[src/rtl/comparator_2bit.sv]
// Registered magnitude comparator: one-hot gt/eq/lt flags one cycle after a valid sample.
// SIGNED=1 treats the MSB as a two's-complement sign bit.
module comparator_2bit #(
    parameter int WIDTH  = 2,
    parameter int SIGNED = 0
) (
    input  logic             clk,
    input  logic             rst,
    input  logic             in_valid,
    input  logic [WIDTH-1:0] A,
    input  logic [WIDTH-1:0] B,
    output logic             out_valid,
    output logic             A_gt_B,
    output logic             A_eq_B,
    output logic             A_lt_B
);

    // Flipping the sign bit maps two's-complement order onto unsigned order.
    localparam logic [WIDTH-1:0] SIGN_MASK =
        (SIGNED != 0) ? (WIDTH'(1) << (WIDTH - 1)) : '0;

    logic [WIDTH-1:0] a_cmp;
    logic [WIDTH-1:0] b_cmp;
    logic             gt_next;
    logic             lt_next;
    logic             eq_next;
    logic             decided;

    assign a_cmp = A ^ SIGN_MASK;
    assign b_cmp = B ^ SIGN_MASK;

    // MSB-first cascade: the highest differing bit decides gt/lt.
    always_comb begin
        gt_next = 1'b0;
        lt_next = 1'b0;
        decided = 1'b0;
        for (int i = WIDTH - 1; i >= 0; i--) begin
            if (!decided && (a_cmp[i] != b_cmp[i])) begin
                gt_next = a_cmp[i];
                lt_next = b_cmp[i];
                decided = 1'b1;
            end
        end
        eq_next = ~decided;
    end

    always_ff @(posedge clk) begin
        if (rst) begin
            out_valid <= 1'b0;
            A_gt_B    <= 1'b0;
            A_eq_B    <= 1'b0;
            A_lt_B    <= 1'b0;
        end else begin
            out_valid <= in_valid;
            if (in_valid) begin
                A_gt_B <= gt_next;
                A_eq_B <= eq_next;
                A_lt_B <= lt_next;
            end
        end
    end

endmodule

[config.mk]
export PLATFORM = sky130hd
export DESIGN_NAME = comparator_2bit
export DESIGN_NICKNAME = d
export VERILOG_FILES = /design/src/rtl/comparator_2bit.sv
export SDC_FILE = /design/constraint.sdc
export NUM_CORES = 1
export LEC_CHECK = 0
export ABC_AREA = 1
export CELL_PAD_IN_SITES_DETAIL_PLACEMENT = 2
export CELL_PAD_IN_SITES_GLOBAL_PLACEMENT = 2
export CORE_AREA = 2 2 39 41
export DETAILED_ROUTE_END_ITERATION = 16
export DIE_AREA = 0 0 41 43
export DONT_BUFFER_PORTS = 1
export PLACE_DENSITY_LB_ADDON = 0.1
export SETUP_SLACK_MARGIN = 0.5
export SYNTH_ARGS = -nofsm -noshare
export SYNTH_HDL_FRONTEND = slang
export SYNTH_SLANG_ARGS = --single-unit
export TNS_END_PERCENT = 100
[constraint.sdc]
create_clock -name clk -period 1.23 [get_ports clk]
set_input_delay 0.3075 -clock clk [delete_from_list [all_inputs] [get_ports clk]]
set_output_delay 0.3075 -clock clk [all_outputs]
set_load 0.005 [all_outputs]
==> flow_metrics.tcl, run 1 <==
set metrics [dict create \
    status "finished, final reports clean" \
    cts-buffers-inserted 3 \
    grt_pass1_wl_um 869 \
    clkLatencyLatePin_ns 0.23 \
    leakagePower_nw 0.1512 \
    cp_data_required_time_ns 0.92 \
    grt_pass1_vias 244 \
    power_density_nw_per_um2 1169 \
    synth_area_leaders "dfxtp_1 36%, inv_1 12%, nand2_1 12%, ha_1 11%, nand3_1 6.7%" \
    p_comb_share_pct 14.0 \
    numPortBuffers 0 \
    cts_setup_buffers 0 \
    setup_violations 0 \
    maxSlewHeadroom_pct 86.01 \
    firstDrtPassIters 1 \
    cts_tree "yes" \
    vias 206 \
    drive_gt1_share_pct 38.89 \
    fmax_ghz 1.152 \
    num-nets-final 47 \
    clock_skew_ns 0 \
    fp.dieW_um 41 \
    synth.top_cell.area_share_pct 35.75 \
    fin_cells 52 \
    hold_class "primary input to flip-flop" \
    clock-sinks 4 \
    synth_area_leader_cell "dfxtp_1" \
    track_usage_pct 8.092 \
    pwr-share-seq_pct 41.1 \
    layout_common_cells "7 x nand2_1, 6 x inv_1, 4 x dfxtp_2, 3 x nor2_1, 3 x clkbuf_4" \
    holdWs_ns 0.1362 \
    cp.arrival_ns 0.56 \
    path_class "flip-flop to primary output" \
    critPathCaptureType "primary output" \
    holdPathStages 1 \
    layout_min_cycle_time_ns 0.8681 \
    drtAntennaViolNets 0 \
    irDropWorstVdd_uv 179.8 \
    areaGrowthSynthToFinish_pct 36.31 \
    maxCapViolations 0 \
    finalHoldViolCount 0 \
    slew_violations 0 \
    synth_fp_nets 42 \
    p_sw_uw 83.22 \
    rows 14 \
    reg2reg_depth 2 \
    gr-total-overflow 0 \
    dp_hpwl_um 484.1 \
    fp.dieH_um 43 \
    drc 0 \
    drt-total-wl_um 562 \
    antenna_found_initial 0 \
    ios 11 \
    place_congestion 0.5665 \
    p_int_uw 273.8 \
    avgSynthCellArea_sq_um 6.787 \
    switching_share_pct 23.31 \
    rsz0062_at_grt "yes" \
    clkPwrFrac_pct 44.9 \
    cts_htree_levels 1 \
    cts_hold_buf 0 \
    cts_root_buf "clkbuf_4" \
    fin_tns_setup_ns 0 \
    diodes 0 \
    coreArea_sq_um 1384 \
    synth_area_sq_um 224.0 \
    yosysUniqueCellTypes 11 \
    critical_path_depth 0 \
    post-place-cells 49 \
    crit_fanout 2 \
    ys_ff_latch 4 \
    initial_core_util_pct 16.18 \
    final_common_cell "nand2_1" \
    grt_max_degree 8 \
    syn_inst 33 \
    first_iter_violations 0 \
    wl_per_cell_um 10.81 \
    die_area_sq_um 1763 \
    avgViaCountPerCell 3.962 \
    start_kind "flip-flop" \
    tightest_slew_ns 0.2076 \
    clk_path_buf_depth 2 \
    clk_pin_slew_ns 0.04 \
    ys_seq_area_share_pct 35.75 \
    finalCritPeriodShare_pct 70.57 \
    yosysWarnings 0 \
]
==> routing by layer <==
layer | track usage (%) | wire, um | vias to the layer above
met3 | 3.141 | 70 | 0
met4 | 10.00 | 0 | 0
met5 | 0 | 0 | -
li1 | - | - | 107
met1 | 7.278 | 208 | 88
met2 | 11.56 | 283 | 11
==> state kept, by name (all words and copies together) (netlist names) <==
signal / cells
A_gt_B: 1
A_eq_B: 1
out_valid: 1
A_lt_B: 1
==> power by group through the flow <==
stage	Combinational (mW)	Sequential [mW]	Clock, mW
3_3_place_gp	0.0443	0.147	0
6_report	0.0498	0.147	0.160
3_5_place_dp	0.0470	0.147	0
5_1_grt	0.0577	0.149	0.184
4_1_cts	0.0497	0.147	0.170
2_1_floorplan	0.0381	0.146	0
==> final cells by class <==
type | count | area [sq um]
Multi-Input combinational cell | 21 | 135.1
Clock buffer | 3 | 22.52
Tap cell | 16 | 20.02
Inverter | 8 | 42.54
Sequential cell | 4 | 85.08
Fill cell | 168 | 1079
==> synthesized netlist by cell type, drive strengths merged <==
cell / instances
inv: 8
nand2: 8
dfxtp: 4
nand3: 4
nor2: 3
a21oi: 2
ha: 2
o21ai: 2
==> final timing paths <==
| kind | from | endpoint | slack [ns] |
|---|---|---|---|
| setup / recovery | A_eq_B | A_eq_B | 0.36 |
| hold / removal | rst | out_valid | 0.14 |
| setup reg to reg | A_gt_B | A_gt_B | 0.55 |
| hold reg to reg | A_eq_B | A_eq_B | 0.54 |
==> metrics by stage <==
| stage | worst slack (ns) | cell area, sq um | util [%] | total power, mW |
|---|---|---|---|---|
| 3_5_place_dp | 0.2354 | 264.0 | 19.08 | 0.1944 |
| 3_3_place_gp | 0.2495 | 264.0 | 19.08 | 0.1910 |
| 2_1_floorplan | 0.2956 | 244.0 | - | 0.1837 |
| 6_report | 0.3619 | 305.3 | 22.06 | 0.3570 |
| 4_1_cts | 0.3494 | 301.5 | 21.79 | 0.3664 |
| 5_1_grt | 0.3309 | 305.3 | 22.06 | 0.3908 |
==> cell families after synthesis <==
group                      share of synthesized area, %
buffers and inverters                             13.41
DFF                                               35.76
and+or+nand+nor                                   30.73
adders and majority gates                         11.17
AOI/OAI and AO/OA                                 8.939
==> repair_timing <==
item / in CTS / in global routing
pin swaps: 4 / 1
endpoints found under the setup margin: 6 / 6
resized for setup: 6 / 1
(Power assumes the default switching activity.)
==> run 2: changes to the inputs <==
- clock period: 1.23 -> 0.8 ns (I/O delays scaled with it)
==> run 2 against run 1 <==
First-iteration DRC count is the same. Final cell count is the same. Sequential power rose by 53%. Setup slack got worse by 0.32 ns. Worst hold slack lost 0.12 ns. Largest cell class unchanged.
==> flow_metrics.tcl, run 2 (synthesis results as in run 1) <==
set metrics [dict create \
    status "finished, final reports clean" \
    die_area_sq_um 1763 \
    firstDrtPassIters 1 \
    wl_per_cell_um 10.77 \
    cts_htree_levels 1 \
    grt_pass1_vias 225 \
    cp.arrival_ns 0.56 \
    grt_pass1_wl_um 793 \
    track_usage_pct 7.600 \
    first_iter_violations 0 \
    drt-total-wl_um 560 \
    finalCritPeriodShare_pct 95.20 \
    numPortBuffers 0 \
    post-place-cells 49 \
    fin_util_pct 21.97 \
    r2r-start "A_eq_B" \
    crit_end "A_eq_B" \
    path_class "flip-flop to primary output" \
    initial_core_util_pct 16.18 \
    cts_hold_buf 0 \
    reg2reg_slack_ns 0.17 \
    antenna_found_initial 0 \
    avgViaCountPerCell 4.327 \
    cts_setup_buffers 0 \
    layout_min_cycle_time_ns 0.7616 \
    reg2reg_depth 2 \
    critPathCaptureType "primary output" \
    vias 225 \
    rows 14 \
    layout_common_cells "7 x nand2_1, 5 x inv_1, 4 x dfxtp_2, 3 x nor2_1, 3 x clkbuf_4" \
    place_congestion 0.5761 \
    cts_tree "yes" \
    coreArea_sq_um 1384 \
    num-nets-final 47 \
    clk_path_buf_depth 2 \
    fp.dieH_um 43 \
    fin_cells 52 \
    drtAntennaViolNets 0 \
    dp_hpwl_um 479.6 \
    setup_violations 0 \
    tightest_slew_ns 0.1453 \
    rsz0062_at_grt "yes" \
    diodes 0 \
    finalHoldViolCount 0 \
    fp.dieW_um 41 \
    clock-sinks 4 \
    crit_path_start "A_eq_B" \
    areaGrowthSynthToFinish_pct 35.75 \
    irDropWorstVdd_uv 260.5 \
    cp_data_required_time_ns 0.60 \
    grt_max_degree 8 \
    holdWs_ns 0.02054 \
    start_kind "flip-flop" \
    ios 11 \
    cts_root_buf "clkbuf_4" \
    critical_path_depth 0 \
    clkLatencyLatePin_ns 0.24 \
    fmax_ghz 1.313 \
    final_common_cell "nand2_1" \
    gr-total-overflow 0 \
    leakagePower_nw 0.1509 \
    slew_violations 0 \
    maxCapViolations 0 \
    maxSlewHeadroom_pct 90.21 \
    crit_fanout 2 \
    hold_class "primary input to flip-flop" \
    power_density_nw_per_um2 1813 \
    drive_gt1_share_pct 38.89 \
    drc 0 \
    r2r-end "A_eq_B" \
    clk_pin_slew_ns 0.04 \
    cts-buffers-inserted 3 \
    clock_skew_ns 0 \
]
==> run 2: area by class of cell <==
class | count | area (sq um)
fill | 170 | 1080
inverter | 8 | 45.04
sequential | 4 | 85.08
clock buffer | 3 | 22.52
tap | 16 | 20.02
multi-input combinational | 21 | 131.4
==> run 2: worst min path at each step <==
stage | startpoint | end | cells after the start
final | rst | out_valid | 1
after global routing | rst | out_valid | 1
after CTS | rst | out_valid | 1
after detailed placement | rst | out_valid | 1
after global placement | rst | out_valid | 1
after floorplan | rst | out_valid | 1
==> run 2: power by group <==
group / switching [mW] / total, mW / internal, mW
logic: 0.0392 / 0.0762 / 0.0370
registers: 0.00841 / 0.225 / 0.217
clock network: 0.0820 / 0.250 / 0.168
==> run 2: what timing repair did <==
item	CTS	global route
resized for setup	2	1
pin swaps	0	2
endpoints found under the hold margin	0	1
setup endpoints to repair	7	7
==> run 2: per-layer routing <==
layer / routed length, um / global-route usage [%] / share of wire, %
met5: 0 / 0 / 0
met4: 27 / 10.00 / 4.8
met3: 81 / 4.712 / 14
met2: 235 / 10.00 / 42
met1: 215 / 6.349 / 38
==> run 2: per-stage QoR <==
stage / area, sq um / setup WS (ns) / setup TNS, ns / power [mW]
floorplan: 255.2 / -0.02692 / -0.02692 / 0.2863
global placement: 275.3 / -0.07248 / -0.1306 / 0.2977
detailed placement: 275.3 / -0.08629 / -0.1680 / 0.3031
CTS: 299.0 / 0.02671 / 0 / 0.5670
global route: 304.0 / 0.006735 / 0 / 0.6106
finish: 304.0 / 0.03840 / 0 / 0.5512
